<file path="src/rtl/skid_slice_pkg.sv">
// Shared state encoding and flag decode for the registered skid slice.
// The tracker reuses the same 2-bit codes for its occupancy decode.
package skid_slice_pkg;

   localparam logic [1:0] ST_EMPTY = 2'd0;
   localparam logic [1:0] ST_BUSY  = 2'd1;
   localparam logic [1:0] ST_FULL  = 2'd2;

   // Registered handshake flags that accompany each state.
   typedef struct packed {
      logic       up_ready;
      logic       down_valid;
      logic [1:0] level;
   } flags_t;

   // Decode a state into its output flags; an unknown code reads as empty.
   function automatic flags_t decode_state(input logic [1:0] st);
      flags_t f;
      case (st)
         ST_BUSY: f = '{up_ready: 1'b1, down_valid: 1'b1, level: 2'd1};
         ST_FULL: f = '{up_ready: 1'b0, down_valid: 1'b1, level: 2'd2};
         default: f = '{up_ready: 1'b1, down_valid: 1'b0, level: 2'd0};
      endcase
      return f;
   endfunction

endpackage

</file>
<file path="src/rtl/skid_slice.sv">
// Fully registered valid/ready stage with a one-entry skid buffer.
// up_ready, down_valid, level and down_data all come straight from flops, so
// the stage cuts both the forward and the backward timing path of a link.
module skid_slice
   import skid_slice_pkg::*;
#(
   parameter int DW = 16
) (
   input  logic          clk,
   input  logic          rst,
   input  logic          up_valid,
   input  logic [DW-1:0] up_data,
   output logic          up_ready,
   output logic          down_valid,
   output logic [DW-1:0] down_data,
   input  logic          down_ready,
   output logic [1:0]    level
);

   logic [1:0]    state;
   logic [1:0]    state_nxt;
   flags_t        flags_nxt;
   logic [DW-1:0] main_p1;
   logic [DW-1:0] skid_p1;
   logic          up_fire;
   logic          dn_fire;

   assign up_fire   = up_valid & up_ready;
   assign dn_fire   = down_valid & down_ready;
   assign down_data = main_p1;
   assign flags_nxt = decode_state(state_nxt);

   // Next-state selection from the two handshakes seen this cycle.
   always_comb begin
      state_nxt = state;
      case (state)
         ST_EMPTY: if (up_fire) state_nxt = ST_BUSY;
         ST_BUSY: begin
            if (up_fire && !dn_fire)      state_nxt = ST_FULL;
            else if (!up_fire && dn_fire) state_nxt = ST_EMPTY;
         end
         ST_FULL:  if (dn_fire) state_nxt = ST_BUSY;
         default:  state_nxt = ST_EMPTY;
      endcase
   end

   // State register plus output flags registered from the next state's decode.
   always_ff @(posedge clk) begin
      if (rst) begin
         state      <= ST_EMPTY;
         up_ready   <= 1'b1;
         down_valid <= 1'b0;
         level      <= 2'd0;
      end else begin
         state      <= state_nxt;
         up_ready   <= flags_nxt.up_ready;
         down_valid <= flags_nxt.down_valid;
         level      <= flags_nxt.level;
      end
   end

   // ---- stage p1: main register feeds downstream, skid catches the overflow beat
   always_ff @(posedge clk) begin
      if (rst) begin
         main_p1 <= '0;
         skid_p1 <= '0;
      end else begin
         case (state)
            ST_EMPTY: if (up_fire) main_p1 <= up_data;
            ST_BUSY: begin
               if (up_fire && dn_fire)       main_p1 <= up_data;
               else if (up_fire && !dn_fire) skid_p1 <= up_data;
            end
            ST_FULL:  if (dn_fire) main_p1 <= skid_p1;
            default: ;
         endcase
      end
   end

endmodule

</file>
<file path="config.mk">
export PLATFORM = sky130hd
export DESIGN_NAME = skid_slice
export DESIGN_NICKNAME = d
export VERILOG_FILES = /design/src/rtl/skid_slice_pkg.sv /design/src/rtl/skid_slice.sv
export SDC_FILE = /design/constraint.sdc
export NUM_CORES = 1
export LEC_CHECK = 0
export ABC_AREA = 1
export CAP_MARGIN = 20
export CELL_PAD_IN_SITES_DETAIL_PLACEMENT = 0
export CELL_PAD_IN_SITES_GLOBAL_PLACEMENT = 1
export CORE_MARGIN = 5
export CORE_UTILIZATION = 39
export CTS_BUF_LIST = sky130_fd_sc_hd__clkbuf_8
export DETAILED_ROUTE_END_ITERATION = 12
export GPL_ROUTABILITY_DRIVEN = 0
export GPL_TIMING_DRIVEN = 1
export PLACE_DENSITY = 0.95
export SETUP_SLACK_MARGIN = 0.15
export SLEW_MARGIN = 20
export SYNTH_ARGS = -nofsm -noshare
export SYNTH_HDL_FRONTEND = slang
export SYNTH_SLANG_ARGS = --single-unit
</file>
<file path="constraint.sdc">
create_clock -name clk -period 2 [get_ports clk]
set_input_delay 0.4 -clock clk [delete_from_list [all_inputs] [get_ports clk]]
set_output_delay 0.4 -clock clk [all_outputs]
set_load 0.05 [all_outputs]
</file>
; Word level (Yosys, flattened, before mapping)
; Cells that the tools add are included.
[classes]
n_reduce_logical = 9
n_eq_ne = 7
bitwise_logic = 3
shifts = 0
mux = 10
div = 0
add_sub_neg = 0
n_lt_le_gt_ge = 0
mul = 0
[op_table]
columns = cell, n
row1 = $mux W16, 3
row2 = $pmux W16 S3, 1
row3 = $mux W2, 4
row4 = $pmux W4 S2, 1
row5 = $ne A2 B2 Y1 const B, 3
row6 = $pmux W2 S3, 1
row7 = $eq A2 B1 Y1 const B, 2
row8 = $eq A2 B2 Y1 const B, 2
row9 = $reduce_and A4 Y1, 1
row10 = $logic_and A1 B1 Y1, 3
row11 = $reduce_and A3 Y1, 1
row12 = $reduce_bool A3 Y1, 1
row13 = $and A1 B1 Y1, 2
row14 = $logic_not A1 Y1, 2
row15 = $logic_not A2 Y1, 1
row16 = $not A1 Y1, 1
[word_totals]
word_cells = 35
input_bits = 20
output_inout_bits = 20
latchBits = 0
mem_count = 0
mem_bits_ro = 0
mem_bits_rw = 0
reg_bits = 38

; Depth between registers and ports, before layout
; Gate-level depths: netlist (run 1).
[depth]
word_depth = 8
ltp_mapped = 8
depth_no_buf = 8

; Worst setup path after synthesis (run 1)
; No wires, ideal clock.
[synth_path]
path_kind = reg2reg
from = register up_ready
to = register down_valid
arrival_ns = 1.548
synth_period_minus_slack_ns = 1.612
required_ns = 1.936
slack_ns = 0.388
setup_ns = 0.064
n_path_buf = 0
path_stages_with_launch = 8
path_cell_list = dfxtp_1 > nand2_1 > nand2_2 > nand3_4 > nand2_1 > inv_1 > ha_1 > nor2_1
[synth_between]
elab_chain_len = 8
word_cells_on_any_way = 11
cone_classes = 2 x eq/ne / 5 x mux / 1 x bitwise / 3 x reduce/logical
[synth_lines]
columns = item, line_no
row1 = from (decl), skid_slice.sv:13  ; output logic up_ready,
row2 = from (signal assigned), skid_slice.sv:56  ; up_ready <= flags_nxt.up_ready;
row3 = $and A1 B1 Y1 (*), skid_slice.sv:28  ; assign up_fire = up_valid & up_ready;
row4 = $logic_not A1 Y1, skid_slice.sv:40  ; else if (!up_fire && dn_fire) state_nxt = ST_EMPTY;
row5 = $logic_and A1 B1 Y1, skid_slice.sv:40
row6 = $mux W2, skid_slice.sv:40
row7 = $mux W2, skid_slice.sv:39  ; if (up_fire && !dn_fire) state_nxt = ST_FULL;
row8 = $pmux W2 S3 (*), skid_slice.sv:36  ; case (state)
row9 = named net state_nxt[0], skid_slice.sv:21  ; logic [1:0] state_nxt;
row10 = $eq A2 B2 Y1 or $eq A2 B1 Y1 (tied branches), skid_slice_pkg.sv:19  ; case (st)
row11 = $pmux W4 S2 (*), skid_slice_pkg.sv:19
row12 = to (signal assigned), skid_slice.sv:57  ; down_valid <= flags_nxt.down_valid;
row13 = to (decl), skid_slice.sv:14  ; output logic down_valid,
; Mark *: on every way through the listed nets, which the timed path passes. The rest lies on a longest branch.
; A chain may end at the register's enable or synchronous reset.

; Final worst setup path (run 1)
[layout_path]
from = register main_p1[3] (netlist: down_data[3])
to = output port down_data[3]
[layout_rtl]
columns = item, line_no
row1 = from (decl), skid_slice.sv:23  ; logic [DW-1:0] main_p1;
row2 = from (signal assigned), skid_slice.sv:69  ; ST_EMPTY: if (up_fire) main_p1 <= up_data;
row3 = from (signal assigned), skid_slice.sv:71  ; if (up_fire && dn_fire) main_p1 <= up_data;
row4 = from (signal assigned), skid_slice.sv:74  ; ST_FULL: if (dn_fire) main_p1 <= skid_p1;
row5 = to (decl), skid_slice.sv:15  ; output logic [DW-1:0] down_data,
; No word-level cell between the ends.

==> results of run 1 <==
[final timing paths]
| check | to |
|---|---|
| max | down_data[3] |
| min | skid_p1[4] |
| max reg2reg | down_valid |
| min reg2reg | skid_p1[4] |
[stage by stage]
| stage | worst slack (ns) | cells | power (uW) | instance area [um2] |
|---|---|---|---|---|
| finish | 0.1914 | 346 | 2027 | 2278 |
| global route | 0.1507 | 346 | 2152 | 2278 |
| CTS | 0.1514 | 346 | 2059 | 2258 |
| detailed placement | 0.1609 | 339 | 1580 | 2186 |
| global placement | 0.2151 | 339 | 1571 | 2186 |
| floorplan | 0.3878 | 255 | 1379 | 1773 |
[synth_stat cells (2+ instances only)]
library cell and count:
inv_1 32, o21ai_1 5, o21ai_0 27, ha_1 3
nand3_4 2, dfxtp_1 38, nor3_1 16, buf_6 5
buf_2 5, nor2_1 54, nand2_1 59, nand2_2 2
[what timing repair did]
action	in CTS	in global routing
setup endpoints to repair	3	8
resized for setup	3	8
hold buffers	0	0
[layer usage]
metal / vias to the layer above / GRT usage / wire [um]
li1: 856 / - / -
met1: 650 / 0.1686 / 1814
met2: 36 / 0.2012 / 1681
met3: 6 / 0.04514 / 236
met4: 0 / 0.05155 / 67
met5: - / 0 / 0
[state kept, by name (all words and copies together) (netlist names)]
signal,count
down_data,16
down_valid,1
level,2
skid_p1,16
state,2
up_ready,1
[cells in the final DEF (no fill, tap or decap), types with 5 or more instances in the layout]
| cell type | netlist | final |
|---|---|---|
| dfxtp_1 | 38 | 38 |
| buf_4 | 0 | 5 |
| nor3_1 | 16 | 16 |
| clkdlybuf4s50_1 | 0 | 27 |
| o21ai_1 | 5 | 5 |
| inv_1 | 32 | 34 |
| dlymetal6s2s_1 | 0 | 8 |
| nor2_1 | 54 | 54 |
| clkbuf_8 | 0 | 5 |
| nand2_1 | 59 | 59 |
| o21ai_0 | 27 | 27 |
[final cells by class]
cell class                      count  area, um2
Clock inverter                      2      7.507
Tap cell                           52      65.06
Multi-Input combinational cell    172      795.8
Inverter                           33      126.4
Fill cell                         438       2106
Timing Repair Buffer               44      454.2
Clock buffer                        5      68.82
Sequential cell                    38      760.7
[power by group through the flow]
| stage | Combinational, uW | Sequential, uW | Clock (uW) |
|---|---|---|---|
| 4_1_cts | 662 | 898 | 500 |
| 5_1_grt | 712 | 908 | 533 |
| 2_1_floorplan | 285 | 1090 | 0 |
| 3_3_place_gp | 659 | 912 | 0 |
| 3_5_place_dp | 665 | 915 | 0 |
| 6_report | 653 | 895 | 479 |
[kinds of logic after synthesis]
| group | count (synthesis) | share of synthesized area |
|---|---|---|
| buffers and inverters | 45 | 0.1221 |
| AO/OA/AOI/OAI | 33 | 0.09527 |
| flip-flops | 38 | 0.4291 |
| AND/OR/NAND/NOR | 136 | 0.3324 |
| adder cells (fa/ha/maj) | 3 | 0.02117 |
==> results.sh, run 1 <==
export IMPL_status="complete, no violations"
export IMPL_timing_rr_start="state[0]"
export IMPL_yosys_area_top_type_share=0.4291
export IMPL_arrival_ns=1.41
export IMPL_p_clk_frac=0.236
export IMPL_whs_path_depth=2
export IMPL_ys_seq_elements=38
export IMPL_holdWs_ns=0.5056
export IMPL_pin_count=40
export IMPL_num_antenna_cells=0
export IMPL_r2r_slack_ns=0.46
export IMPL_drive_above_1_share=0.06463
export IMPL_cts_root_buf="clkbuf_8"
export IMPL_clk_pin_slew_ns=0.07
export IMPL_grt_pass1_vias=1448
export IMPL_critPathMaxStageDelay_ns=0.80
export IMPL_htree_levels=2
export IMPL_tns_ns=0
export IMPL_synth_area_um2=1773
export IMPL_worstMarginPinSlew_ns=0.5301
export IMPL_synth_edff_count=0
export IMPL_hold_class="reg2reg"
export IMPL_critPathLaunch="down_data[3]"
export IMPL_syn_to_final_growth_pct=28.51
export IMPL_sw_frac_of_total=0.3593
export IMPL_clkLatencyLatePin_ns=0.28
export IMPL_synth_nets=278
export IMPL_grt_first_pass_wirelength_um=6423
export IMPL_drt_iter0_drc=102
export IMPL_yosysUniqueCellTypes=19
export IMPL_rr_worst_depth=6
export IMPL_die_area_um2=5995
export IMPL_cts_setup_buffers=0
export IMPL_hold_violations=0
export IMPL_ir_drop_mv=0.4307
export IMPL_utilization=0.5197
export IMPL_rsz0062_at_grt="false"
export IMPL_crit_buf_inv=1
export IMPL_drt_total_wl_um=3799
export IMPL_critPathTopFamily="buffers and inverters"
export IMPL_period_needed_ns=1.809
export IMPL_grtUsageTotal=0.1310
export IMPL_max_cap_violations=0
export IMPL_numCtsBuffers=5
export IMPL_cp_start_kind="flop"
export IMPL_core_area_um2=4384
export IMPL_fp_row_count=24
export IMPL_power_density_nw_per_um2=889.7
export IMPL_fin_nets=317
export IMPL_worstPathCellList="clkdlybuf4s50_1"
export IMPL_crit_fanout=2
export IMPL_setup_violations_final=0
export IMPL_synth_warnings=0
export IMPL_antenna_found_initial=0
export IMPL_die_height_um=77.43
export IMPL_p_leak_uw=0.001162
export IMPL_postRouteAntennaNets=0
export IMPL_final_max_slew_viol_count=0
export IMPL_internal_power_uw=1299
export IMPL_max_freq_mhz=552.9
export IMPL_grt_max_degree=34
export IMPL_seqPwrFrac=0.442
export IMPL_ys_seq_area_frac=0.4291
export IMPL_drc=0
export IMPL_crit_cells=1
export IMPL_switchingPower_uw=728.3
export IMPL_synth_area_top_cells="dfxtp_1, nand2_1, nor2_1"
export IMPL_yosysTopAreaCell="dfxtp_1"
export IMPL_path_class="reg2out"
export IMPL_clock_sinks=38
export IMPL_first_pass_iters=4
export IMPL_portBuffers=39
export IMPL_syn_inst=255
export IMPL_min_from="skid_p1[4]"
export IMPL_async_flop_share=0
export IMPL_vias_per_cell=4.474
export IMPL_grt_overflow=0
export IMPL_clockBufferDepth=2
export IMPL_critPathSlowestCell="clkdlybuf4s50_1"
export IMPL_max_slew_margin=0.6480
export IMPL_die_w_um=77.43
export IMPL_clock_skew_final_ns=0.004256
export IMPL_critPathRequiredTime_ns=1.60
export IMPL_comb_power_share=0.322
export IMPL_ys_flop_type="dfxtp_1"
export IMPL_cts_tree="yes"
export IMPL_route_vias_total=1548
export IMPL_min_period_over_period=0.9043
export IMPL_dp_hpwl_um=2591
export IMPL_crit_path_end_kind="output port"
export IMPL_syn_avg_cell_area_um2=6.953
export IMPL_wl_per_cell_um=10.98
export IMPL_initial_utilization=0.4044
(Power assumes the default switching activity.)
==> run 2: changes to the inputs <==
==> constraint.sdc (replaced) <==
create_clock -name clk -period 2.2 [get_ports clk]
set_input_delay 0.44 -clock clk [delete_from_list [all_inputs] [get_ports clk]]
set_output_delay 0.44 -clock clk [all_outputs]
set_load 0.05 [all_outputs]
==> run 2 against run 1 <==
Against the previous run:
- sequential share of layout area increased by 0.46 points
- non-clock buffer count shrank 1
- core utilization is 0.71 points lower
- global-route usage grew 0.21 points
- critical path type unchanged
- critical path depth is the same
- clock-buffer cell count unchanged
- register-to-register slack improved by 0.17 ns
==> results.sh, run 2 (synthesis results as in run 1) <==
export IMPL_die_w_um=77.43
export IMPL_hold_class="reg2reg"
export IMPL_arrival_ns=1.51
export IMPL_critPathLaunch="up_ready"
export IMPL_worstPathCellList="clkdlybuf4s50_1"
export IMPL_dp_hpwl_um=2541
export IMPL_min_from="skid_p1[4]"
export IMPL_pin_count=40
export IMPL_antenna_found_initial=0
export IMPL_crit_fanout=3
export IMPL_critPathTopFamily="buffers and inverters"
export IMPL_grt_pass1_vias=1495
export IMPL_cts_tree="yes"
export IMPL_fp_row_count=24
export IMPL_clockBufferDepth=2
export IMPL_critPathRequiredTime_ns=1.76
export IMPL_ir_drop_mv=0.5292
export IMPL_critPathMaxStageDelay_ns=0.83
export IMPL_min_period_over_period=0.8883
export IMPL_met1_usage=0.1604
export IMPL_setup_violations_final=0
export IMPL_hold_violations=0
export IMPL_grt_max_degree=33
export IMPL_power_density_nw_per_um2=827.3
export IMPL_hold_buffers=0
export IMPL_die_height_um=77.43
export IMPL_tns_ns=0
export IMPL_cp_start_kind="flop"
export IMPL_crit_path_end_kind="output port"
export IMPL_fill_cells=465
export IMPL_die_area_um2=5995
export IMPL_status="complete, no violations"
export IMPL_grt_busiest_layer="met2"
export IMPL_drc=0
export IMPL_postRouteAntennaNets=0
export IMPL_max_freq_mhz=511.7
export IMPL_worstMarginPinSlew_ns=0.4999
export IMPL_grt_util_met3=0.04745
export IMPL_syn_to_final_growth_pct=26.75
export IMPL_cts_root_buf="clkbuf_8"
export IMPL_cts_resized=0
export IMPL_clock_sinks=38
export IMPL_fin_area_um2=2247
export IMPL_clk_pin_slew_ns=0.07
export IMPL_regArea_um2=760.7
export IMPL_p_leak_uw=0.001021
export IMPL_period_needed_ns=1.954
export IMPL_whs_endpoint="skid_p1[4]"
export IMPL_initial_utilization=0.4044
export IMPL_cts_setup_buffers=0
export IMPL_rr_worst_depth=6
export IMPL_utilization=0.5126
export IMPL_grt_first_pass_wirelength_um=6651
export IMPL_grtUsageTotal=0.1331
export IMPL_fin_nets=316
export IMPL_htree_levels=2
export IMPL_layout_common_cells="nand2_1, nor2_1, clkdlybuf4s50_1"
export IMPL_place_area_um2=2168
export IMPL_r2r_end="down_data[8]"
export IMPL_clock_skew_final_ns=0.006946
export IMPL_whs_path_depth=2
export IMPL_max_slew_margin=0.6657
export IMPL_rsz0062_at_grt="false"
export IMPL_multi_input_area_um2=795.8
export IMPL_critPathSlowestCell="clkdlybuf4s50_1"
export IMPL_core_area_um2=4384
export IMPL_max_cap_violations=0
export IMPL_first_pass_iters=4
export IMPL_final_max_slew_viol_count=0
export IMPL_num_antenna_cells=0
export IMPL_crit_buf_inv=1
export IMPL_grt_overflow=0
export IMPL_timing_rr_start="state[0]"
export IMPL_numCtsBuffers=5
export IMPL_gr_usage_met2=0.2163
export IMPL_wl_per_cell_um=10.92
export IMPL_r2r_slack_ns=0.63
export IMPL_drt_iter0_drc=118
export IMPL_portBuffers=39
export IMPL_final_common_cell="nand2_1"
export IMPL_route_vias_total=1550
export IMPL_path_class="reg2out"
export IMPL_vias_per_cell=4.493
export IMPL_drive_above_1_share=0.06485
export IMPL_drt_total_wl_um=3769
export IMPL_clkLatencyLatePin_ns=0.29
-- run 2: worst max path at each step --
stage,endpoint,depth (start not counted)
floorplan,down_valid,7
global placement,level[0],9
detailed placement,down_valid,8
CTS,up_ready,1
global route,up_ready,1
finish,up_ready,1
-- run 2: area by class of cell --
class / count / area share
multi-input combinational: 172 / 0.3541
inverter: 33 / 0.05624
sequential: 38 / 0.3385
tap: 52 / 0.02895
clock inverter: 2 / 0.004454
clock buffer: 5 / 0.03062
timing repair buffer: 43 / 0.1871
-- run 2: per-layer routing --
metal | wire length (um) | up-vias
met4 | 67 | 0
met2 | 1632 | 35
li1 | - | 856
met1 | 1804 | 652
met3 | 265 | 7
met5 | 0 | -
-- run 2: report_power, final --
group | leakage, uW | internal [uW] | switching, uW | total, uW
Clock | 0.0000438 | 213 | 241 | 454
Sequential | 0.000313 | 768 | 46.3 | 814
Combinational | 0.000665 | 205 | 387 | 591
-- run 2: through the flow --
step | cells | setup WS, ns | hold slack, ns | power [uW]
5_1_grt | 345 | 0.1635 | 0.5415 | 1977
2_1_floorplan | 255 | 0.5878 | 0.4614 | 1253
6_report | 345 | 0.2457 | 0.5032 | 1859
4_1_cts | 345 | 0.2298 | 0.5072 | 1880
3_5_place_dp | 338 | 0.3287 | 0.4864 | 1423
3_3_place_gp | 338 | 0.3293 | 0.4825 | 1418
